--- src/rtl/tinylab_pkg.sv ---
// tinylab_pkg: shared types and widths for the tinylabcpu memory blocks.
//   mem_state_t : responder FSM state (IDLE, WAIT, RESP)
//   INS_W       : instruction word width
//   ADDR_W      : fetch/load address width
//   LAT_CNT_W   : width of the access-latency down-counter
package tinylab_pkg;

  localparam int INS_W     = 16;
  localparam int ADDR_W    = 16;
  localparam int LAT_CNT_W = 4;

  typedef enum logic [1:0] {
    IDLE = 2'd0,
    WAIT = 2'd1,
    RESP = 2'd2
  } mem_state_t;

endpackage

--- src/rtl/ins_mem_array.sv ---
// ins_mem_array: DEPTH x INS_W program store, block-RAM style.
//   clk, rst     : clock, synchronous active-low reset (read register only)
//   we, wa, wd   : synchronous write port
//   re, ra       : synchronous read port enable/address
//   rd           : registered read data, holds while re=0
// A read and a write to the same word on one edge return the old word.
import tinylab_pkg::*;

module ins_mem_array #(
  parameter int DEPTH = 256,
  parameter int AW    = $clog2(DEPTH)
) (
  input  logic             clk,
  input  logic             rst,
  input  logic             we,
  input  logic [AW-1:0]    wa,
  input  logic [INS_W-1:0] wd,
  input  logic             re,
  input  logic [AW-1:0]    ra,
  output logic [INS_W-1:0] rd
);

  logic [INS_W-1:0] r_mem [DEPTH];

  // Storage is never reset so it stays a plain RAM.
  always_ff @(posedge clk) begin
    if (we) r_mem[wa] <= wd;
  end

  // Output register doubles as the response register; nonblocking
  // semantics give read-before-write against the write block above.
  always_ff @(posedge clk) begin
    if (!rst)    rd <= '0;
    else if (re) rd <= r_mem[ra];
  end

endmodule

--- src/rtl/ins_mem_resp.sv ---
// ins_mem_resp: instruction-memory responder for the tinylabcpu fetch port.
//   clk, rst            : clock, synchronous active-low reset
//   en_ram_in, addr     : fetch request strobe and word address
//   ins, en_ram_out     : response word and one-cycle response strobe
//   ld_en/ld_addr/ld_data : program-image load port (any state)
//   busy                : request outstanding (WAIT)
//   addr_err            : sticky out-of-range fetch/load flag
// The array is read at request acceptance, so later loads to the in-flight
// address cannot change the pending response.
import tinylab_pkg::*;

module ins_mem_resp #(
  parameter int               DEPTH     = 256,
  parameter int               LATENCY   = 2,
  parameter logic [INS_W-1:0] INIT_WORD = 16'h0000
) (
  input  logic              clk,
  input  logic              rst,
  input  logic              en_ram_in,
  input  logic [ADDR_W-1:0] addr,
  output logic [INS_W-1:0]  ins,
  output logic              en_ram_out,
  input  logic              ld_en,
  input  logic [ADDR_W-1:0] ld_addr,
  input  logic [INS_W-1:0]  ld_data,
  output logic              busy,
  output logic              addr_err
);

  localparam int AW = $clog2(DEPTH);

  mem_state_t           r_state, w_state_nxt;
  logic [LAT_CNT_W-1:0] r_cnt, w_cnt_nxt;
  logic                 r_oor;
  logic                 r_addr_err;
  logic                 w_accept;
  logic                 w_fetch_oor;
  logic                 w_ld_oor;
  logic [INS_W-1:0]     w_rd_data;

  // Full-width compare so addresses aliasing onto the index bits are caught.
  assign w_fetch_oor = (32'(addr)    >= 32'(DEPTH));
  assign w_ld_oor    = (32'(ld_addr) >= 32'(DEPTH));

  always_comb begin
    w_state_nxt = r_state;
    w_cnt_nxt   = r_cnt;
    w_accept    = 1'b0;
    case (r_state)
      IDLE, RESP: begin
        if (en_ram_in) begin
          w_accept = 1'b1;
          if (LATENCY == 1) begin
            w_state_nxt = RESP;
            w_cnt_nxt   = '0;
          end else begin
            w_state_nxt = WAIT;
            w_cnt_nxt   = LAT_CNT_W'(LATENCY - 1);
          end
        end else begin
          w_state_nxt = IDLE;
        end
      end
      WAIT: begin
        // Requests arriving here are dropped, not queued.
        w_cnt_nxt = r_cnt - 1'b1;
        if (r_cnt <= 1) w_state_nxt = RESP;
      end
      default: begin
        w_state_nxt = IDLE;
        w_cnt_nxt   = '0;
      end
    endcase
  end

  always_ff @(posedge clk) begin
    if (!rst) begin
      r_state    <= IDLE;
      r_cnt      <= '0;
      r_oor      <= 1'b0;
      r_addr_err <= 1'b0;
    end else begin
      r_state <= w_state_nxt;
      r_cnt   <= w_cnt_nxt;
      if (w_accept) r_oor <= w_fetch_oor;
      if ((w_accept && w_fetch_oor) || (ld_en && w_ld_oor)) r_addr_err <= 1'b1;
    end
  end

  ins_mem_array #(
    .DEPTH (DEPTH),
    .AW    (AW)
  ) u_array (
    .clk (clk),
    .rst (rst),
    .we  (ld_en && !w_ld_oor),
    .wa  (ld_addr[AW-1:0]),
    .wd  (ld_data),
    .re  (w_accept && !w_fetch_oor),
    .ra  (addr[AW-1:0]),
    .rd  (w_rd_data)
  );

  // Decodes of registers only: no input-to-output combinational path.
  assign ins        = r_oor ? INIT_WORD : w_rd_data;
  assign en_ram_out = (r_state == RESP);
  assign busy       = (r_state == WAIT);
  assign addr_err   = r_addr_err;

endmodule

--- config.mk ---
export PLATFORM = sky130hd
export DESIGN_NAME = ins_mem_resp
export DESIGN_NICKNAME = d
export VERILOG_FILES = /design/src/rtl/tinylab_pkg.sv /design/src/rtl/ins_mem_array.sv /design/src/rtl/ins_mem_resp.sv
export SDC_FILE = /design/constraint.sdc
export NUM_CORES = 2
export LEC_CHECK = 0
export BUFFER_PORTS_ARGS = -buffer_cell sky130_fd_sc_hd__clkbuf_2
export CORE_MARGIN = 5
export CORE_UTILIZATION = 48
export DETAILED_ROUTE_END_ITERATION = 12
export PLACE_DENSITY = 0.68
export SLEW_MARGIN = 20
export SYNTH_ARGS = -nofsm -noshare
export SYNTH_HDL_FRONTEND = slang
export SYNTH_SLANG_ARGS = --single-unit
--- constraint.sdc ---
create_clock -name clk -period 2.65 [get_ports clk]
set_input_delay 0.1325 -clock clk [delete_from_list [all_inputs] [get_ports clk]]
set_output_delay 0.1325 -clock clk [all_outputs]
set_load 0.02 [all_outputs]
Word level (Yosys, flattened, before mapping)
Memories as Yosys holds them, arrays and structs flattened. A register that Yosys moved wholly into a read port is not among the register bits.
Index checks and enable logic that the tools add are counted.
W data, S select, Z words.
{ "word_totals": {"register_bits": 8, "latchBits": 0, "ram_bits": 4096, "rom_bits": 0, "inputBits": 52, "word_cells": 33, "memories": 1} }
{ "memory_table": {"columns": ["name", "words", "width", "read_ports", "rd_clocked_by_memory_dff", "wr", "line_no", "text"], "rows": [
  ["u_array.r_mem", 256, 16, 1, 1, 1, "ins_mem_array.sv:23", "logic [INS_W-1:0] r_mem [DEPTH];"]
]} }
{ "op_classes": {"n_addsub": 1, "multipliers": 0, "div_mod_pow": 0, "order_cmp": 3, "n_eq_ne": 4, "n_shift": 0, "mux": 10, "n_bitwise": 0, "n_reduce_logical": 10} }
{ "op_table": {"columns": ["op", "n"], "rows": [
  ["$ge A16 B9 Y1 const B", 2],
  ["$mux W16", 1],
  ["$pmux W4 S2", 1],
  ["$mux W1", 5],
  ["$le A4 B1 Y1 const B", 1],
  ["$logic_and A1 B1 Y1", 4],
  ["$mux W4", 1],
  ["$pmux W2 S2", 1],
  ["$sub A4 B1 Y4 const B", 1],
  ["$logic_not A1 Y1", 3],
  ["$eq A2 B1 Y1 const B", 1],
  ["$eq A2 B2 Y1 const B", 1],
  ["$logic_not A2 Y1", 1],
  ["$mux W2", 1],
  ["$ne A2 B1 Y1 const B", 1],
  ["$ne A2 B2 Y1 const B", 1],
  ["$reduce_or A2 Y1", 1],
  ["$logic_or A1 B1 Y1", 1]
]} }

Longest topological paths before layout
{ "logic_depth": {"word_depth": 5, "depth_mapped": 14, "depth_no_buf": 7} }

Hierarchy
A second synthesis with hierarchy kept.
{ "hier_totals": {"cells_unflattened": 7648, "hier_area_um2": 159464.2} }
{ "modules_own_cells": {"columns": ["module", "n_inst", "cells_per_inst", "area_each_um2", "seq_area_each_um2"], "rows": [
  ["ins_mem_array", 1, 7586, 158923.7, 123318.3],
  ["ins_mem_resp", 1, 62, 540.5, 160.2]
]} }

Worst setup path after synthesis
OpenSTA, ideal clock, no wires.
{ "synth_timing": {"path_type": "input-to-reg", "start": "input ld_addr[10]", "end": "memory u_array.r_mem[220][0] (enable)", "setup_time_ps": 388, "t_arrival_ps": 2348, "required_time_ps": 2262, "path_slack_ps": -86, "stages": 7, "n_path_buf": 1, "cell_sequence": "or4_1 nor2_1 nand2_1 nor3_1 nand3_1 clkbuf_1 nor2_1"} }
{ "synth_between": {"elab_chain_cells": 5} }
{ "synth_rtl": {"columns": ["element", "line_no", "text"], "rows": [
  ["start: declaration", "ins_mem_resp.sv:24", "input logic [ADDR_W-1:0] ld_addr,"],
  ["$ge A16 B9 Y1", "ins_mem_resp.sv:43", "assign w_ld_oor = (32'(ld_addr) >= 32'(DEPTH));"],
  ["$logic_not A1 Y1", "ins_mem_resp.sv:96", ".we (ld_en && !w_ld_oor),"],
  ["$logic_and A1 B1 Y1", "ins_mem_resp.sv:96", null],
  ["$mux W1", "ins_mem_array.sv:27", "if (we) r_mem[wa] <= wd;"],
  ["$mux W1 (not written as such)", "ins_mem_array.sv:27", null],
  ["end: declaration", "ins_mem_array.sv:23", null]
]} }
No other way between the ends.

==> run summary <==
The run finished, with violations left. The checks that failed: setup timing. The proportion of synthesized flip-flops having asynchronous set or reset is 0, and the remaining max-slew budget at the tightest pin is 0.204. The total number of placement rows is 211, and the starting utilization of the core area is 0.482. The number of global-route vias before repair was 84500; the residual DRC count was 0. The number of maximum-capacitance constraint violations is 0. The post-synthesis average cell area works out to 20.8 um2. The critical path is of the register to register type. The synthesized netlist contains 71 unique library cells. Summed over all nets, the switching power comes to 0.0286 W.

The dominant combinational cell family by area after synthesis was multiplexers. The estimated wirelength of the detail-placed design is 286 mm, and the count of flip-flops with a built-in enable after synthesis is 4096. The overall fraction of global-route tracks in use is 0.254. In the final routed layout, each cell accounts on average for 32.1 um. In this run the horizontal extent of the chip is 586 um. The via density per instance is 6.22, and the number of top-level pins is 71.

The run gives 0 as the total count of max-transition violations in the final report. Final number of hold-violating endpoints: 0. CTS placed an instance of sky130_fd_sc_hd__clkbuf_16 at the clock tree root. Summed over all failing endpoints, the final setup total negative slack is -0.287 ns. The fraction of synthesized area in multiplexers is 0.144, and the number of instances on the worst hold path is 5. The tools report the relative contribution of combinational cells to total power as 0.054. The tree built by TritonCTS fans out to 4120 sinks. The tools report the share of power burned in registers as 0.533. The logs give 0.106 W for the design internal power and 0 for the number of setup buffers added after CTS. The run gives 85300 as the number of vias in the routed layout. The proportion of total power due to net switching came out at 0.213. For the worst flop-to-flop path, the logic depth is 7. Count of synthesis-stage warnings from yosys: 0. The count of buffers inserted at the top-level ports was 70; the core box area was 330000 um2. The tools report the count of endpoints failing setup in the final report as 17. The top fanout value on the critical path was 1. The post-synthesis share of cell area spent on xor and xnor gates works out to 0.0000550. The share of layout cells above drive strength 1 is 0.288. The layout overhead on the synthesized area is 19.0%, and the number of antenna violations at the first check in global routing is 35.

The maximum number of pins on one net before global-route repair was 101. STA puts the critical path data required time at 3.49 ns. VDD sags by at most 0.000636 V. The first TritonRoute pass finished after 8 iterations. In this run the remaining antenna-violating nets after routing total 0. The power per cell area works out to 710 nW/um2.

For the post-synthesis sequential area ratio, the log shows 0.775. The wire length of the first global-routing pass was 624 mm. Part of the power in the clock network: 0.414. In this run the cell area of the synthesized design comes to 159000 um2. The setup slack of the critical path after layout is -0.0508 ns.

For this block, the routed nets add up to 440 mm of wire. Clock tree synthesis inserted a total of 400 buffers. The logs give 9014 for the net count reported at finish and 343000 um2 for the area enclosed by the die boundary.

For the cell count after placement, the log shows 12900. The kind of start point of the critical path is a register. For this run, the number of standard cells in the final layout without fillers is 13700. The adder and majority gate portion of the synthesized area was 0.000157.

The arrival time reported for the critical path endpoint is 3.54 ns. The leading register cell type out of synthesis is sky130_fd_sc_hd__edfxtp_1. The clock passes through at most 4 buffers. The clock slew at the register clock pins of the worst setup and hold paths is 0.06 ns, and the placer congestion estimate is 0.950. The worst setup path is captured at a register. After global routing the overflow that remains totals 0. The post-route fraction of the period consumed by the critical path was 1.02. The min-delay analysis places its worst path in the category input port to register. The startpoint of the worst-slack reg-to-reg timing path was u_array.r_mem[135][15]. Clock skew on the completed layout was measured at 0.0582 ns. At the pin with the least slew margin, the transition time is 1.19 ns.

The analysis attributes to cell leakage a power of 62.4 nW. The share of synthesized cell area in and, or, nand and nor gates works out to 0.0220. Synthesis produced a netlist whose cell count is 7647. The H-tree depth reported by CTS was 5; the flip-flop and latch count after synthesis was 4120. For this run, the top clock speed supported by timing is 370 MHz. From bottom edge to top edge, the die measures 586 um.

For the worst-skew pair, the clock arrives at the later sink with an insertion delay of 0.98 ns. The tools report the number of DRC violations after detailed-routing iteration 0 as 12200. Counting every net in the synthesized netlist gives 7701.

The minimum clock period after layout is 2.70 ns. Tracing the worst setup path back leads to its startpoint at u_array.r_mem[135][15]. Hold path startpoint: ld_addr[7]. TritonCTS built the clock tree.

The fraction of the mapped netlist area in compound gates came out at 0.0382.
[final timing paths]
kind | slack, ns | end
worst min register to register | 0.49 | u_array.rd[6]
worst max register to register | -0.05 | u_array.rd[15]
worst max-delay path | -0.05 | u_array.rd[15]
worst min-delay path | 0.09 | u_array.r_mem[38][4]
[sequential cells by signal (all words and copies together), names as in the netlist]
signal         flops
addr_err           1
r_cnt              4
r_oor              1
r_state            2
u_array.r_mem   4096
u_array.rd        16
[through the flow]
step	hold WS [ns]	power (W)	setup WS, ns	utilization	instance area, um2
2_1_floorplan	0.231	0.0763	-0.0862	-	159000
3_3_place_gp	0.378	0.0800	-1.03	0.534	176000
3_5_place_dp	0.408	0.0801	-1.05	0.534	176000
4_1_cts	0.0191	0.135	-0.0965	0.573	189000
5_1_grt	0.0936	0.138	-0.0783	0.574	189000
6_report	0.0895	0.135	-0.0508	0.574	189000
[critical path: stages, from the launching register on]
cell	delay, ns
sky130_fd_sc_hd__edfxtp_1	0.37
sky130_fd_sc_hd__mux4_2	0.49
sky130_fd_sc_hd__o22ai_1	0.15
sky130_fd_sc_hd__o21ai_0	0.19
sky130_fd_sc_hd__buf_4	0.19
sky130_fd_sc_hd__a21oi_1	0.65
sky130_fd_sc_hd__or4_1	0.42
sky130_fd_sc_hd__o211ai_1	0.14
[cells in the final DEF (no fill, tap or decap), types with 71 or more instances in the layout]
cell type	instances
sky130_fd_sc_hd__edfxtp_1	4096
sky130_fd_sc_hd__buf_4	901
sky130_fd_sc_hd__mux4_2	712
sky130_fd_sc_hd__mux2i_1	642
sky130_fd_sc_hd__clkbuf_16	405
sky130_fd_sc_hd__buf_12	363
sky130_fd_sc_hd__nor2_1	273
sky130_fd_sc_hd__nand2_1	272
sky130_fd_sc_hd__o22ai_1	216
sky130_fd_sc_hd__a21oi_1	136
sky130_fd_sc_hd__o21ai_0	113
sky130_fd_sc_hd__o221ai_1	110
sky130_fd_sc_hd__clkbuf_1	94
sky130_fd_sc_hd__clkinv_1	87
sky130_fd_sc_hd__a211oi_1	82
sky130_fd_sc_hd__clkinv_2	71
[timing repair]
item / CTS / global route
setup endpoints to repair: 15 / 10
hold buffers: 26 / 0
pin swaps: 0 / 1
endpoints found under the hold margin: 3309 / 0
gates resized for setup: 18 / 11
[per-layer routing]
| metal | global-route usage | up-vias | routed length, um |
|---|---|---|---|
| li1 | - | 34700 | - |
| met1 | 0.358 | 44700 | 168000 |
| met2 | 0.387 | 5110 | 204000 |
| met3 | 0.0513 | 770 | 45500 |
| met4 | 0.111 | 6 | 22400 |
| met5 | 0 | - | 40 |
[area by class of cell]
type,count,area (um2)
clock inverters,230,2200
well taps,4366,5460
flip-flops and latches,4120,123000
clock buffers,500,10500
diodes,61,153
fillers,23400,141000
multi-input cells,3067,32800
inverters,12,52.6
repair buffers,1359,14800
[cells by family (layout without fill, tap and decap cells)]
kind of cell	after synthesis	after routing
mux	1376	1376
simple gates	797	797
buf+inv	460	2101
fa+ha+maj	2	2
other cells	0	61
xor+xnor	1	1
flops	4120	4120
compound gates	891	891
[power groups by stage]
stage                     Clock [W]  Sequential [W]  Combinational (W)
after detailed placement          0          0.0730            0.00711
after global routing         0.0591          0.0716            0.00753
after floorplan                   0          0.0730            0.00325
after CTS                    0.0563          0.0716            0.00719
final                        0.0556          0.0716            0.00725
after global placement            0          0.0730            0.00698
[Yosys cell counts (20+ instances only)]
library cell                instances  area (um2)
sky130_fd_sc_hd__a221oi_1          35         307
sky130_fd_sc_hd__nor2b_1           32         200
sky130_fd_sc_hd__a2111oi_0         33         289
sky130_fd_sc_hd__mux4_2           712       16000
sky130_fd_sc_hd__a31oi_1           20         125
sky130_fd_sc_hd__nand3_1           38         190
sky130_fd_sc_hd__buf_6             81         912
sky130_fd_sc_hd__buf_8             26         390
sky130_fd_sc_hd__buf_4             70         526
sky130_fd_sc_hd__clkbuf_1         141         529
sky130_fd_sc_hd__a22oi_1           60         450
sky130_fd_sc_hd__nor2_1           305        1140
sky130_fd_sc_hd__nor3_1            52         260
sky130_fd_sc_hd__o221ai_1         110         963
sky130_fd_sc_hd__a211oi_1          83         623
sky130_fd_sc_hd__a21oi_1          136         681
sky130_fd_sc_hd__dfxtp_1           24         480
sky130_fd_sc_hd__edfxtp_1        4096      123000
sky130_fd_sc_hd__o21ai_0          114         571
sky130_fd_sc_hd__buf_2             96         480
sky130_fd_sc_hd__o22ai_1          216        1350
sky130_fd_sc_hd__nand2_1          272        1020
sky130_fd_sc_hd__mux2i_1          642        6430
Note: power is estimated with default switching activity, not from simulation.
